==> src/rtl/muldiv_unit.sv <==
// Iterative RV32M multiply/divide unit: one shift-add or restoring-divide step per cycle.
// Operands are reduced to magnitudes at accept time; the sign is reapplied in FIXUP.
module muldiv_unit #(
  parameter int XLEN = 32
) (
  input  logic            clk,
  input  logic            rst,
  input  logic            start,
  input  logic [2:0]      funct3,
  input  logic [XLEN-1:0] rs1_data,
  input  logic [XLEN-1:0] rs2_data,
  input  logic            flush,
  output logic            busy,
  output logic            done,
  output logic [XLEN-1:0] result
);

  typedef enum logic [1:0] {S_IDLE, S_CALC, S_FIXUP, S_DONE} state_t;

  state_t            state_q, state_d;
  logic [2:0]        funct3_q, funct3_d;
  logic              sign_q, sign_d;
  logic [4:0]        cnt_q, cnt_d;
  logic [XLEN-1:0]   hi_q, hi_d;
  logic [XLEN-1:0]   lo_q, lo_d;
  logic [XLEN-1:0]   opb_q, opb_d;
  logic [XLEN-1:0]   result_q, result_d;

  logic              a_signed, b_signed, a_neg, b_neg, sign_in;
  logic              div_zero, sgn_ovf, fast;
  logic [XLEN-1:0]   a_mag, b_mag, fast_res;
  logic [XLEN:0]     mul_sum, div_shift, div_diff;
  logic [2*XLEN-1:0] prod_fix;
  logic [XLEN-1:0]   div_fix, fix_res;

  function automatic logic [XLEN-1:0] cond_neg(input logic neg, input logic [XLEN-1:0] v);
    return neg ? -v : v;
  endfunction

  function automatic logic [2*XLEN-1:0] cond_neg2(input logic neg, input logic [2*XLEN-1:0] v);
    return neg ? -v : v;
  endfunction

  // Accept-time decode: operand signedness, magnitudes, result sign, fast-path detection
  always_comb begin
    a_signed = (funct3 == 3'b001) || (funct3 == 3'b010) || (funct3 == 3'b100) || (funct3 == 3'b110);
    b_signed = (funct3 == 3'b001) || (funct3 == 3'b100) || (funct3 == 3'b110);
    a_neg    = a_signed && rs1_data[XLEN-1];
    b_neg    = b_signed && rs2_data[XLEN-1];
    a_mag    = cond_neg(a_neg, rs1_data);
    b_mag    = cond_neg(b_neg, rs2_data);
    sign_in  = (funct3[2] && funct3[1]) ? a_neg : (a_neg ^ b_neg);
    div_zero = funct3[2] && (rs2_data == '0);
    sgn_ovf  = funct3[2] && !funct3[0] && (rs1_data == {1'b1, {(XLEN-1){1'b0}}}) && (rs2_data == '1);
    fast     = div_zero || sgn_ovf;
    if (div_zero) fast_res = funct3[1] ? rs1_data : '1;
    else          fast_res = funct3[1] ? '0 : {1'b1, {(XLEN-1){1'b0}}};
  end

  // Iteration datapath: multiplier/quotient lives in lo_q, partial product/remainder in hi_q
  always_comb begin
    mul_sum   = {1'b0, hi_q} + (lo_q[0] ? {1'b0, opb_q} : {(XLEN+1){1'b0}});
    div_shift = {hi_q, lo_q[XLEN-1]};
    div_diff  = div_shift - {1'b0, opb_q};
    prod_fix  = cond_neg2(sign_q, {hi_q, lo_q});
    div_fix   = cond_neg(sign_q, funct3_q[1] ? hi_q : lo_q);
    if (funct3_q[2])               fix_res = div_fix;
    else if (funct3_q[1:0] == 2'b00) fix_res = prod_fix[XLEN-1:0];
    else                           fix_res = prod_fix[2*XLEN-1:XLEN];
  end

  always_comb begin
    state_d  = state_q;
    funct3_d = funct3_q;
    sign_d   = sign_q;
    cnt_d    = cnt_q;
    hi_d     = hi_q;
    lo_d     = lo_q;
    opb_d    = opb_q;
    result_d = result_q;
    case (state_q)
      S_IDLE, S_DONE: begin
        state_d = S_IDLE;
        if (start && !(flush && state_q == S_DONE)) begin
          funct3_d = funct3;
          sign_d   = sign_in;
          cnt_d    = '0;
          hi_d     = '0;
          lo_d     = funct3[2] ? a_mag : b_mag;
          opb_d    = funct3[2] ? b_mag : a_mag;
          if (fast) begin
            result_d = fast_res;
            state_d  = S_DONE;
          end else begin
            state_d  = S_CALC;
          end
        end
      end
      S_CALC: begin
        if (flush) begin
          state_d = S_IDLE;
        end else begin
          cnt_d = cnt_q + 5'd1;
          if (funct3_q[2]) begin
            if (!div_diff[XLEN]) begin
              hi_d = div_diff[XLEN-1:0];
              lo_d = {lo_q[XLEN-2:0], 1'b1};
            end else begin
              hi_d = div_shift[XLEN-1:0];
              lo_d = {lo_q[XLEN-2:0], 1'b0};
            end
          end else begin
            hi_d = mul_sum[XLEN:1];
            lo_d = {mul_sum[0], lo_q[XLEN-1:1]};
          end
          if (cnt_q == 5'd31) state_d = S_FIXUP;
        end
      end
      S_FIXUP: begin
        if (flush) begin
          state_d = S_IDLE;
        end else begin
          result_d = fix_res;
          state_d  = S_DONE;
        end
      end
      default: state_d = S_IDLE;
    endcase
  end

  always_ff @(posedge clk) begin
    if (rst) begin
      state_q  <= S_IDLE;
      funct3_q <= '0;
      sign_q   <= 1'b0;
      cnt_q    <= '0;
      hi_q     <= '0;
      lo_q     <= '0;
      opb_q    <= '0;
      result_q <= '0;
    end else begin
      state_q  <= state_d;
      funct3_q <= funct3_d;
      sign_q   <= sign_d;
      cnt_q    <= cnt_d;
      hi_q     <= hi_d;
      lo_q     <= lo_d;
      opb_q    <= opb_d;
      result_q <= result_d;
    end
  end

  assign busy   = (state_q == S_CALC) || (state_q == S_FIXUP);
  assign done   = (state_q == S_DONE);
  assign result = result_q;

endmodule

==> config.mk <==
export PLATFORM = sky130hd
export DESIGN_NAME = muldiv_unit
export DESIGN_NICKNAME = d
export VERILOG_FILES = /design/src/rtl/muldiv_unit.sv
export SDC_FILE = /design/constraint.sdc
export NUM_CORES = 1
export LEC_CHECK = 0
export BUFFER_PORTS_ARGS = -buffer_cell sky130_fd_sc_hd__clkbuf_2
export CORE_MARGIN = 1.5
export CORE_UTILIZATION = 40
export CTS_CLUSTER_SIZE = 16
export DETAILED_ROUTE_END_ITERATION = 10
export GPL_TIMING_DRIVEN = 1
export PLACE_DENSITY_LB_ADDON = 0.12
export SKIP_CTS_REPAIR_TIMING = 1
export SLEW_MARGIN = 20
export SYNTH_ARGS = -nofsm -noshare
export SYNTH_HDL_FRONTEND = slang
export SYNTH_SLANG_ARGS = --single-unit
==> constraint.sdc <==
create_clock -name clk -period 7.8 [get_ports clk]
set_clock_uncertainty 0.05 [all_clocks]
set_input_delay 0.78 -clock clk [delete_from_list [all_inputs] [get_ports clk]]
set_output_delay 0.78 -clock clk [all_outputs]
set_load 0.01 [all_outputs]
==> metrics.txt, run 1 <==
outcome=completed; vias in the first global route=16,170; Post-Synthesis Net Count=2,422; Total Neg Setup Slack=0 ps; transition time of the tightest slew-check pin=1018 ps; startpoint-to-endpoint class of the critical path=flip-flop to flip-flop; design internal power=1.740 mW; die width=201.5 µm; H-tree levels=4; Post-Place Cell Area=0.01644 mm²; power per unit of standard cell area=175.4 mW/mm²; maximum cell stage delay along the critical path=650 ps; estimated wirelength of the detail-placed design=48,350 µm; maximum root-to-sink buffer count=2; asr flop ratio synth=0%; Std-Cell Core Area=0.03874 mm²; total track usage=30.99%; most frequently used flop master after synthesis=sky130_fd_sc_hd__dfxtp_1; via count of the routed design=17,230; CP Buf/Inv Count=2; internal reg-to-reg setup slack=3250 ps; clock slew seen by the registers of the worst setup and hold paths=70 ps; clk sink count=139; number of input and output port buffers inserted=104; FMAX=220.0 MHz; count of antenna diodes in the layout=0; FF-to-FF Start=lo_q[31]$_SDFFE_PP0P_; Mean Syn Cell Area=6.925 µm²; pin count of the biggest net entering global routing=101; die span in y=201.5 µm; Yosys Warn Count=0; count of final max-slew check failures=0; fraction of power spent switching nets=41.88%; number of placement rows=72; final hold violation count=0; CP delay by family, top=compound AO/OA/AOI/OAI gates; static leakage=6.582 nW; combinational power share=39.6%; Syn Std Cell Area=0.01575 mm²; crit-path max FO=16; Post-DRT Antenna Nets=0; synthesized instance count=2,275; number of distinct library cell variants in the gate-level netlist after synthesis=89; FF-to-FF End=hi_q[0]$_SDFFE_PP0P_; share of synthesized area occupied by flip-flops and latches=17.66%; critical path, cell by cell=inv_1, ha_1, fa_1, nand2b_1, a21o_1, a31oi_1, o211ai_1, a2111oi_2, o21ba_2, nor3_2, nor2_2, buf_4, mux2_2, o21ai_0; final routed DRC violation total=0; number of antenna violations at the first check in global routing=0; sequential fraction of design power=30.5%; root buffer cell=sky130_fd_sc_hd__clkbuf_16; CTS tree=done; unrepaired setup endpoints after global routing=false; Non-Filler Cell Area, Final=0.01707 mm²; Hold Path Depth=2; relative slew slack=32.16%; data required time at the worst endpoint=8120 ps; Setup Viol. Count Final=0; crit path max-delay cell type=sky130_fd_sc_hd__nor2_2; number of nets in the final layout=2,390; type of element launching the critical path=flip-flop; area delta synth->final=8.332%; DR vias/cell=6.213; clock latency on the worst-skew pair=460 ps; count of maximum capacitance violations=0; fraction of final layout cells sized beyond drive strength 1=11.52%; initial detailed-routing violation count=1,667; flip-flop and latch count after synthesis=139; routed len/inst=22.98 µm; router iterations before antenna repair=7; number of enable flip-flop cells after synthesis=0; number of buffers inserted during clock tree synthesis=17; critical path capture point type=flip-flop; Hold Crit Class=flip-flop to flip-flop; wire length after detailed routing=63,750 µm; total die area=0.04058 mm²; peak ir drop on the vdd network=0.1566 mV; top-level I/O count=105; net switching power of the design=1.254 mW; end of the worst hold path=opb_q[14]$_SDFFE_PP0P_; CP Data Arrival Time=4870 ps; Worst Reg-to-Reg Cells=14; post-route fraction of the period consumed by the critical path=58.28%; hold path startpoint=opb_q[14]$_SDFFE_PP0P_; final worst path period need=4546 ps; power share of the clock group=29.9%; global-route wire length before repair=97,760 µm; placer congestion estimate=0.9406; aggregate global routing overflow=0; initial core utilization=40.67%
==> power by group through the flow <==
stage	logic [mW]	clock network, mW	registers (mW)
3_3_place_gp	1.16	0	0.921
5_1_grt	1.29	0.935	0.922
2_1_floorplan	0.888	0	0.839
3_5_place_dp	1.16	0	0.921
6_report	1.19	0.895	0.912
4_1_cts	1.16	0.905	0.906
==> metal layers <==
metal,vias to the layer above,global-route usage [%],share of wire (%)
met1,8162,42.22,45
li1,8226,-,-
met5,-,0,0
met3,106,4.535,7.4
met4,0,12.18,3.4
met2,740,49.06,44
==> layout by cell type (no fill, tap or decap), types with 37 or more instances in the layout <==
master	n
sky130_fd_sc_hd__xor2_1	80
sky130_fd_sc_hd__nor3_1	72
sky130_fd_sc_hd__clkbuf_2	102
sky130_fd_sc_hd__inv_1	72
sky130_fd_sc_hd__ha_1	73
sky130_fd_sc_hd__o31ai_1	37
sky130_fd_sc_hd__a21oi_1	206
sky130_fd_sc_hd__nand3_1	55
sky130_fd_sc_hd__xnor2_1	88
sky130_fd_sc_hd__nand2_1	203
sky130_fd_sc_hd__mux2i_1	63
sky130_fd_sc_hd__a211oi_1	73
sky130_fd_sc_hd__o21ai_0	193
sky130_fd_sc_hd__nor2_1	258
sky130_fd_sc_hd__dfxtp_1	136
==> through the flow <==
step           util [%]  instances  setup slack (ps)  total power, mW  hold slack, ps
6_report          44.06       2774              3254            2.994           402.0
5_1_grt           44.06       2774              2970            3.150           432.0
4_1_cts           44.06       2774              3249            2.973           404.0
3_5_place_dp      42.45       2742              3279            2.079           396.1
3_3_place_gp      42.44       2742              3364            2.077           390.5
2_1_floorplan         -       2275              3797            1.727           381.9
==> how the worst max path moves through the flow <==
| stage | start | end | slack, ps | depth (start not counted) |
|---|---|---|---|---|
| global placement | lo_q[31]$_SDFFE_PP0P_ | hi_q[0]$_SDFFE_PP0P_ | 3360 | 14 |
| floorplan | funct3_q[1]$_SDFFE_PP0P_ | result[28]$_SDFFE_PP0P_ | 3800 | 14 |
| detailed placement | lo_q[31]$_SDFFE_PP0P_ | hi_q[0]$_SDFFE_PP0P_ | 3280 | 14 |
| global route | lo_q[31]$_SDFFE_PP0P_ | hi_q[0]$_SDFFE_PP0P_ | 2970 | 14 |
| CTS | lo_q[31]$_SDFFE_PP0P_ | hi_q[0]$_SDFFE_PP0P_ | 3250 | 14 |
| finish | lo_q[31]$_SDFFE_PP0P_ | hi_q[0]$_SDFFE_PP0P_ | 3250 | 14 |
==> state kept, by name, summed over array words and instances, names as in the netlist <==
register / count
hi_q: 32
lo_q: 32
opb_q: 32
result: 32
cnt_q: 5
funct3_q: 3
state_q: 2
sign_q: 1
==> logic make-up after synthesis <==
kind of cell	after synthesis	synth area share, %
multiplexers	94	6.290
flip-flops	139	17.66
XOR/XNOR	168	9.340
adder cells (fa/ha/maj)	76	6.131
AND/OR/NAND/NOR	772	22.95
AO/OA/AOI/OAI	763	30.98
buffers and inverters	263	6.648
==> Yosys cell counts (5+ instances only) <==
| master | number | area share (%) |
|---|---|---|
| sky130_fd_sc_hd__and2_1 | 10 | 0.40 |
| sky130_fd_sc_hd__nor3_1 | 72 | 2.3 |
| sky130_fd_sc_hd__inv_1 | 72 | 1.7 |
| sky130_fd_sc_hd__nand2b_1 | 28 | 1.1 |
| sky130_fd_sc_hd__nor2_1 | 262 | 6.2 |
| sky130_fd_sc_hd__o21a_1 | 13 | 0.62 |
| sky130_fd_sc_hd__or2_2 | 17 | 0.68 |
| sky130_fd_sc_hd__nand3_1 | 55 | 1.7 |
| sky130_fd_sc_hd__o22ai_1 | 12 | 0.48 |
| sky130_fd_sc_hd__a21oi_1 | 206 | 6.5 |
| sky130_fd_sc_hd__a21boi_0 | 5 | 0.24 |
| sky130_fd_sc_hd__and3_1 | 16 | 0.64 |
| sky130_fd_sc_hd__or4_1 | 13 | 0.62 |
| sky130_fd_sc_hd__o221a_2 | 6 | 0.43 |
| sky130_fd_sc_hd__a21o_1 | 33 | 1.6 |
| sky130_fd_sc_hd__o211a_1 | 5 | 0.32 |
| sky130_fd_sc_hd__nor2b_1 | 12 | 0.48 |
| sky130_fd_sc_hd__a2111oi_0 | 5 | 0.28 |
| sky130_fd_sc_hd__ha_1 | 74 | 5.9 |
| sky130_fd_sc_hd__o31ai_1 | 37 | 1.8 |
| sky130_fd_sc_hd__o41ai_1 | 12 | 0.67 |
| sky130_fd_sc_hd__a22oi_1 | 20 | 0.95 |
| sky130_fd_sc_hd__nand4_1 | 23 | 0.91 |
| sky130_fd_sc_hd__o2111ai_1 | 5 | 0.28 |
| sky130_fd_sc_hd__o21bai_1 | 8 | 0.38 |
| sky130_fd_sc_hd__mux2_2 | 30 | 2.1 |
| sky130_fd_sc_hd__buf_1 | 11 | 0.26 |
| sky130_fd_sc_hd__a211oi_1 | 73 | 3.5 |
| sky130_fd_sc_hd__clkbuf_1 | 150 | 3.6 |
| sky130_fd_sc_hd__o211ai_1 | 26 | 1.2 |
| sky130_fd_sc_hd__nor4_1 | 21 | 0.83 |
| sky130_fd_sc_hd__dfxtp_1 | 139 | 18 |
| sky130_fd_sc_hd__a221oi_1 | 5 | 0.28 |
| sky130_fd_sc_hd__a31oi_1 | 27 | 1.1 |
| sky130_fd_sc_hd__mux2i_1 | 63 | 4.0 |
| sky130_fd_sc_hd__o311ai_0 | 11 | 0.61 |
| sky130_fd_sc_hd__or3_1 | 16 | 0.64 |
| sky130_fd_sc_hd__xor2_1 | 80 | 4.4 |
| sky130_fd_sc_hd__a311oi_1 | 9 | 0.50 |
| sky130_fd_sc_hd__xnor2_1 | 88 | 4.9 |
| sky130_fd_sc_hd__buf_2 | 21 | 0.67 |
| sky130_fd_sc_hd__nand2_1 | 203 | 4.8 |
| sky130_fd_sc_hd__o21ai_0 | 194 | 6.2 |
| sky130_fd_sc_hd__o221ai_1 | 5 | 0.28 |
==> layout make-up <==
cell class	count	area (µm²)
Fill cell	4128	21670
Multi-Input combinational cell	1873	11950
Sequential cell	139	2789
Timing Repair Buffer	139	783.3
Tap cell	518	648.1
Clock buffer	18	439.2
Inverter	73	274.0
Clock inverter	14	183.9
==> worst reg2reg max path: stages (launching register included) <==
cell,delay [ps]
sky130_fd_sc_hd__dfxtp_1,490
sky130_fd_sc_hd__inv_1,120
sky130_fd_sc_hd__ha_1,240
sky130_fd_sc_hd__fa_1,400
sky130_fd_sc_hd__nand2b_1,180
sky130_fd_sc_hd__a21o_1,180
sky130_fd_sc_hd__a31oi_1,260
sky130_fd_sc_hd__o211ai_1,220
sky130_fd_sc_hd__a2111oi_2,490
sky130_fd_sc_hd__o21ba_2,240
sky130_fd_sc_hd__nor3_2,100
sky130_fd_sc_hd__nor2_2,650
sky130_fd_sc_hd__buf_4,360
sky130_fd_sc_hd__mux2_2,360
sky130_fd_sc_hd__o21ai_0,120
Note: power is estimated with default switching activity, not from simulation.
==> run 2, diff against run 1 <==
==> constraint.sdc (replaced) <==
create_clock -name clk -period 3.9 [get_ports clk]
set_clock_uncertainty 0.05 [all_clocks]
set_input_delay 0.39 -clock clk [delete_from_list [all_inputs] [get_ports clk]]
set_output_delay 0.39 -clock clk [all_outputs]
set_load 0.01 [all_outputs]
==> metrics.txt, run 2 (same netlist as run 1, synthesis figures left out) <==
crit path max-delay cell type=sky130_fd_sc_hd__fa_1; critical path, cell by cell=inv_1, ha_1, fa_1, nand2b_1, a21o_1, a31oi_2, o211ai_1, a2111oi_2, buf_4, o21bai_1, a21oi_2, nor2_4, buf_4, a2111oi_1, a211oi_1; Post-Place Cell Area=0.01719 mm²; internal reg-to-reg setup slack=260 ps; number of input and output port buffers inserted=104; total die area=0.04058 mm²; startpoint-to-endpoint class of the critical path=flip-flop to flip-flop; Total Neg Setup Slack=0 ps; unrepaired setup endpoints after global routing=false; outcome=completed; static leakage=7.078 nW; final worst path period need=3643 ps; number of antenna violations at the first check in global routing=0; CTS tree=done; Non-Filler Cell Area, Final=0.01784 mm²; number of buffers inserted during clock tree synthesis=17; placer congestion estimate=0.9490; type of element launching the critical path=flip-flop; fraction of final layout cells sized beyond drive strength 1=15.03%; pin count of the biggest net entering global routing=100; count of antenna diodes in the layout=0; routed len/inst=22.25 µm; top-level I/O count=105; H-tree levels=4; global-route wire length before repair=97,680 µm; crit-path max FO=11; initial detailed-routing violation count=1,910; via count of the routed design=17,460; power per unit of standard cell area=342.7 mW/mm²; leading cell type in the layout, fill and taps excluded=sky130_fd_sc_hd__nor2_1; total track usage=30.92%; peak ir drop on the vdd network=0.3305 mV; vias in the first global route=16,320; relative slew slack=39.76%; aggregate global routing overflow=0; router iterations before antenna repair=6; FMAX=274.5 MHz; crit path launch=lo_q[31]$_SDFFE_PP0P_; number of placement rows=72; die span in y=201.5 µm; initial core utilization=40.67%; Setup Viol. Count Final=0; CP Data Arrival Time=3920 ps; clk sink count=139; die width=201.5 µm; clock slew seen by the registers of the worst setup and hold paths=60 ps; post-route fraction of the period consumed by the critical path=93.40%; number of nets in the final layout=2,483; CP Buf/Inv Count=3; maximum cell stage delay along the critical path=400 ps; Post-DRT Antenna Nets=0; most prevalent standard cell on the critical path=sky130_fd_sc_hd__buf_4; data required time at the worst endpoint=4180 ps; count of final max-slew check failures=0; final hold violation count=0; Std-Cell Core Area=0.03874 mm²; CP delay by family, top=compound AO/OA/AOI/OAI gates; hold path startpoint=funct3[0]; clock latency on the worst-skew pair=470 ps; placement-stage worst setup slack=64.98 ps; area delta synth->final=13.23%; FF-to-FF Start=lo_q[31]$_SDFFE_PP0P_; root buffer cell=sky130_fd_sc_hd__clkbuf_16; final worst setup slack=257.3 ps; wire length after detailed routing=63,800 µm; estimated wirelength of the detail-placed design=49,690 µm; top library cells by usage in the layout, fill and taps aside=258 x sky130_fd_sc_hd__nor2_1, 206 x sky130_fd_sc_hd__a21oi_1, 203 x sky130_fd_sc_hd__nand2_1; final routed DRC violation total=0; transition time of the tightest slew-check pin=903.6 ps; Filler cells=4,038; DR vias/cell=6.090; maximum root-to-sink buffer count=2; critical path capture point type=flip-flop; count of maximum capacitance violations=0; Hold Crit Class=primary input to flip-flop
run 2: metrics by stage:
| stage | hold slack (ps) | util, % | total power [mW] | cells |
|---|---|---|---|---|
| floorplan | 381.9 | - | 3.455 | 2275 |
| global placement | 390.7 | 44.37 | 4.279 | 2835 |
| detailed placement | 402.8 | 44.37 | 4.290 | 2835 |
| CTS | 166.1 | 46.00 | 6.068 | 2867 |
| global route | 202.0 | 46.05 | 6.416 | 2867 |
| finish | 183.7 | 46.05 | 6.114 | 2867 |
run 2: final cells by class:
type | instances | area, µm² | area share, %
multi-input cells | 1873 | 11960 | 67.06
clock inverters | 9 | 135.1 | 0.7575
well taps | 518 | 648.1 | 3.633
repair buffers | 232 | 1531 | 8.585
inverters | 73 | 274.0 | 1.536
clock buffers | 23 | 498.0 | 2.792
flip-flops and latches | 139 | 2789 | 15.63
run 2: power by group:
part	switching (mW)	internal, mW
logic	1.63	0.992
clock network	0.690	1.09
registers	0.144	1.57
total	2.46	3.65
run 2: layer usage:
| layer | GRT usage, % | vias up | share of wire (%) |
|---|---|---|---|
| met3 | 3.822 | 107 | 7.1 |
| met4 | 11.97 | 0 | 3.4 |
| met5 | 0 | - | 0 |
| met1 | 42.41 | 8233 | 45 |
| met2 | 49.21 | 733 | 45 |
| li1 | - | 8388 | - |
run 2: worst min-delay path, delay by kind of cell:
kind | cells | cell delay (ps)
buffers and inverters | 1 | 130
and+or+nand+nor | 1 | 70
AOI/OAI and AO/OA | 1 | 50
run 2: path summary, 6_finish.rpt:
| kind | to | cells after the start |
|---|---|---|
| min reg2reg | opb_q[28]$_SDFFE_PP0P_ | 2 |
| max reg2reg | hi_q[31]$_SDFFE_PP0P_ | 15 |
| max | hi_q[31]$_SDFFE_PP0P_ | 15 |
| min | funct3_q[0]$_SDFFE_PP0P_ | 3 |
==> run 3, diff against run 2 <==
--- a/config.mk
+++ b/config.mk
@@ -12,6 +12,7 @@
 export DETAILED_ROUTE_END_ITERATION = 10
 export GPL_TIMING_DRIVEN = 1
 export PLACE_DENSITY_LB_ADDON = 0.12
+export REMOVE_ABC_BUFFERS = 1
 export SKIP_CTS_REPAIR_TIMING = 1
 export SLEW_MARGIN = 20
 export SYNTH_ARGS = -nofsm -noshare
==> metrics.txt, run 3 (same netlist as run 1, synthesis figures left out) <==
CP Data Arrival Time=4030 ps; static leakage=7.008 nW; end of the worst hold path=funct3_q[0]$_SDFFE_PP0P_; FF-to-FF End=result[25]$_SDFFE_PP0P_; crit-path max FO=6; number of placement rows=72; initial detailed-routing violation count=1,984; number of nets in the final layout=2,471; Hold Path Depth=3; leading cell type in the layout, fill and taps excluded=sky130_fd_sc_hd__nor2_1; power per unit of standard cell area=339.2 mW/mm²; die span in y=201.5 µm; placer congestion estimate=0.9748; Finished Core Util=45.79%; fraction of power spent switching nets=40.51%; clock slew seen by the registers of the worst setup and hold paths=60 ps; critical path capture point type=flip-flop; die width=201.5 µm; relative slew slack=22.26%; Hold Crit Class=primary input to flip-flop; DR vias/cell=6.140; net switching power of the design=2.437 mW; Filler cells=4,092; via count of the routed design=17,520; pin count of the biggest net entering global routing=85; combinational power share=42.7%; critical path, cell by cell=buf_4, or4_4, or4_1, nor3_2, nand4_1, o41ai_2, xnor2_1, nor3_1, a211oi_1, o221a_2; design internal power=3.579 mW; hold path startpoint=funct3[0]; count of antenna diodes in the layout=0; fraction of final layout cells sized beyond drive strength 1=14.48%; final worst path period need=3682 ps; clock latency on the worst-skew pair=460 ps; maximum root-to-sink buffer count=2; data required time at the worst endpoint=4240 ps; outcome=completed; internal reg-to-reg setup slack=220 ps; grt peak-use layer=met2; startpoint-to-endpoint class of the critical path=flip-flop to flip-flop; area delta synth->final=12.60%; number of input and output port buffers inserted=104; global-route wire length before repair=96,970 µm; number of buffers inserted during clock tree synthesis=17; peak ir drop on the vdd network=0.2497 mV; GR met2 Demand/Resource=46.93%; CTS tree=done; FF-to-FF Start=lo_q[0]$_SDFFE_PP0P_; Hold WS=188.7 ps; maximum cell stage delay along the critical path=630 ps; final hold violation count=0; Setup Viol. Count Final=0; clk sink count=139; final routed DRC violation total=0; initial core utilization=40.67%; transition time of the tightest slew-check pin=1151 ps; Std-Cell Core Area=0.03874 mm²; crit path max-delay cell type=sky130_fd_sc_hd__or4_1; unrepaired setup endpoints after global routing=false; estimated wirelength of the detail-placed design=48,520 µm; post-route fraction of the period consumed by the critical path=94.41%; FMAX=271.6 MHz; H-tree levels=4; vias in the first global route=16,260; met1 global-route usage=43.09%; root buffer cell=sky130_fd_sc_hd__clkbuf_16; sequential fraction of design power=28.7%; router iterations before antenna repair=8; total die area=0.04058 mm²; Post-DRT Antenna Nets=0; routing usage on met3=4.341%; aggregate global routing overflow=0; top-level I/O count=105; top library cells by usage in the layout, fill and taps aside=258 x sky130_fd_sc_hd__nor2_1, 206 x sky130_fd_sc_hd__a21oi_1, 202 x sky130_fd_sc_hd__nand2_1; count of maximum capacitance violations=0; Worst Reg-to-Reg Cells=10; routed len/inst=22.11 µm; type of element launching the critical path=flip-flop; number of antenna violations at the first check in global routing=1; wire length after detailed routing=63,070 µm; power share of the clock group=28.6%; total track usage=30.59%; count of final max-slew check failures=0
-- run 3: power by group through the flow --
stage | Combinational (mW) | Clock, mW | Sequential, mW
6_report | 2.57 | 1.72 | 1.73
5_1_grt | 2.79 | 1.79 | 1.75
4_1_cts | 2.51 | 1.74 | 1.72
3_5_place_dp | 2.50 | 0 | 1.75
3_3_place_gp | 2.49 | 0 | 1.75
2_1_floorplan | 1.55 | 0 | 1.80
-- run 3: metrics by stage --
step	cell area, µm²	setup TNS, ps	worst slack (ps)	power [mW]	std cells
after detailed placement	17110	-444.6	-74.78	4.248	2823
final	17740	0	218.0	6.016	2853
after CTS	17710	-599.4	-105.0	5.964	2853
after floorplan	14980	-21130	-553.9	3.348	2085
after global placement	17110	-6.530	-6.530	4.237	2823
after global routing	17740	0	14.18	6.325	2853
-- run 3: layout make-up --
cell class | count | area, µm² | share of cell area, %
Tap cell | 518 | 648.1 | 3.654
Timing Repair Buffer | 220 | 1456 | 8.210
Multi-Input combinational cell | 1873 | 11980 | 67.52
Sequential cell | 139 | 2789 | 15.72
Clock inverter | 7 | 115.1 | 0.6489
Inverter | 73 | 274.0 | 1.545
Clock buffer | 23 | 478.0 | 2.694
-- run 3: critical path: cells and delay by family, from the launching register on --
kind / cells / cell delay, ps
XOR/XNOR: 1 / 180
flip-flops: 1 / 330
buffers and inverters: 1 / 160
AO/OA/AOI/OAI: 3 / 930
AND/OR/NAND/NOR: 5 / 1970
-- run 3: routing by layer --
metal / up-vias / routed length (µm)
met2: 806 / 27120
met1: 8209 / 28800
li1: 8381 / -
met5: - / 0
met4: 0 / 2227
met3: 120 / 4917
-- run 3: how the worst max path moves through the flow --
| stage | from | end | slack (ps) | cells past startpoint |
|---|---|---|---|---|
| after global routing | lo_q[0]$_SDFFE_PP0P_ | hi_q[28]$_SDFFE_PP0P_ | 10 | 14 |
| final | lo_q[0]$_SDFFE_PP0P_ | result[25]$_SDFFE_PP0P_ | 220 | 10 |
| after CTS | lo_q[31]$_SDFFE_PP0P_ | hi_q[26]$_SDFFE_PP0P_ | -110 | 14 |
| after global placement | lo_q[0]$_SDFFE_PP0P_ | result[25]$_SDFFE_PP0P_ | -7 | 10 |
| after floorplan | funct3_q[1]$_SDFFE_PP0P_ | result[20]$_SDFFE_PP0P_ | -550 | 10 |
| after detailed placement | lo_q[31]$_SDFFE_PP0P_ | hi_q[21]$_SDFFE_PP0P_ | -70 | 14 |
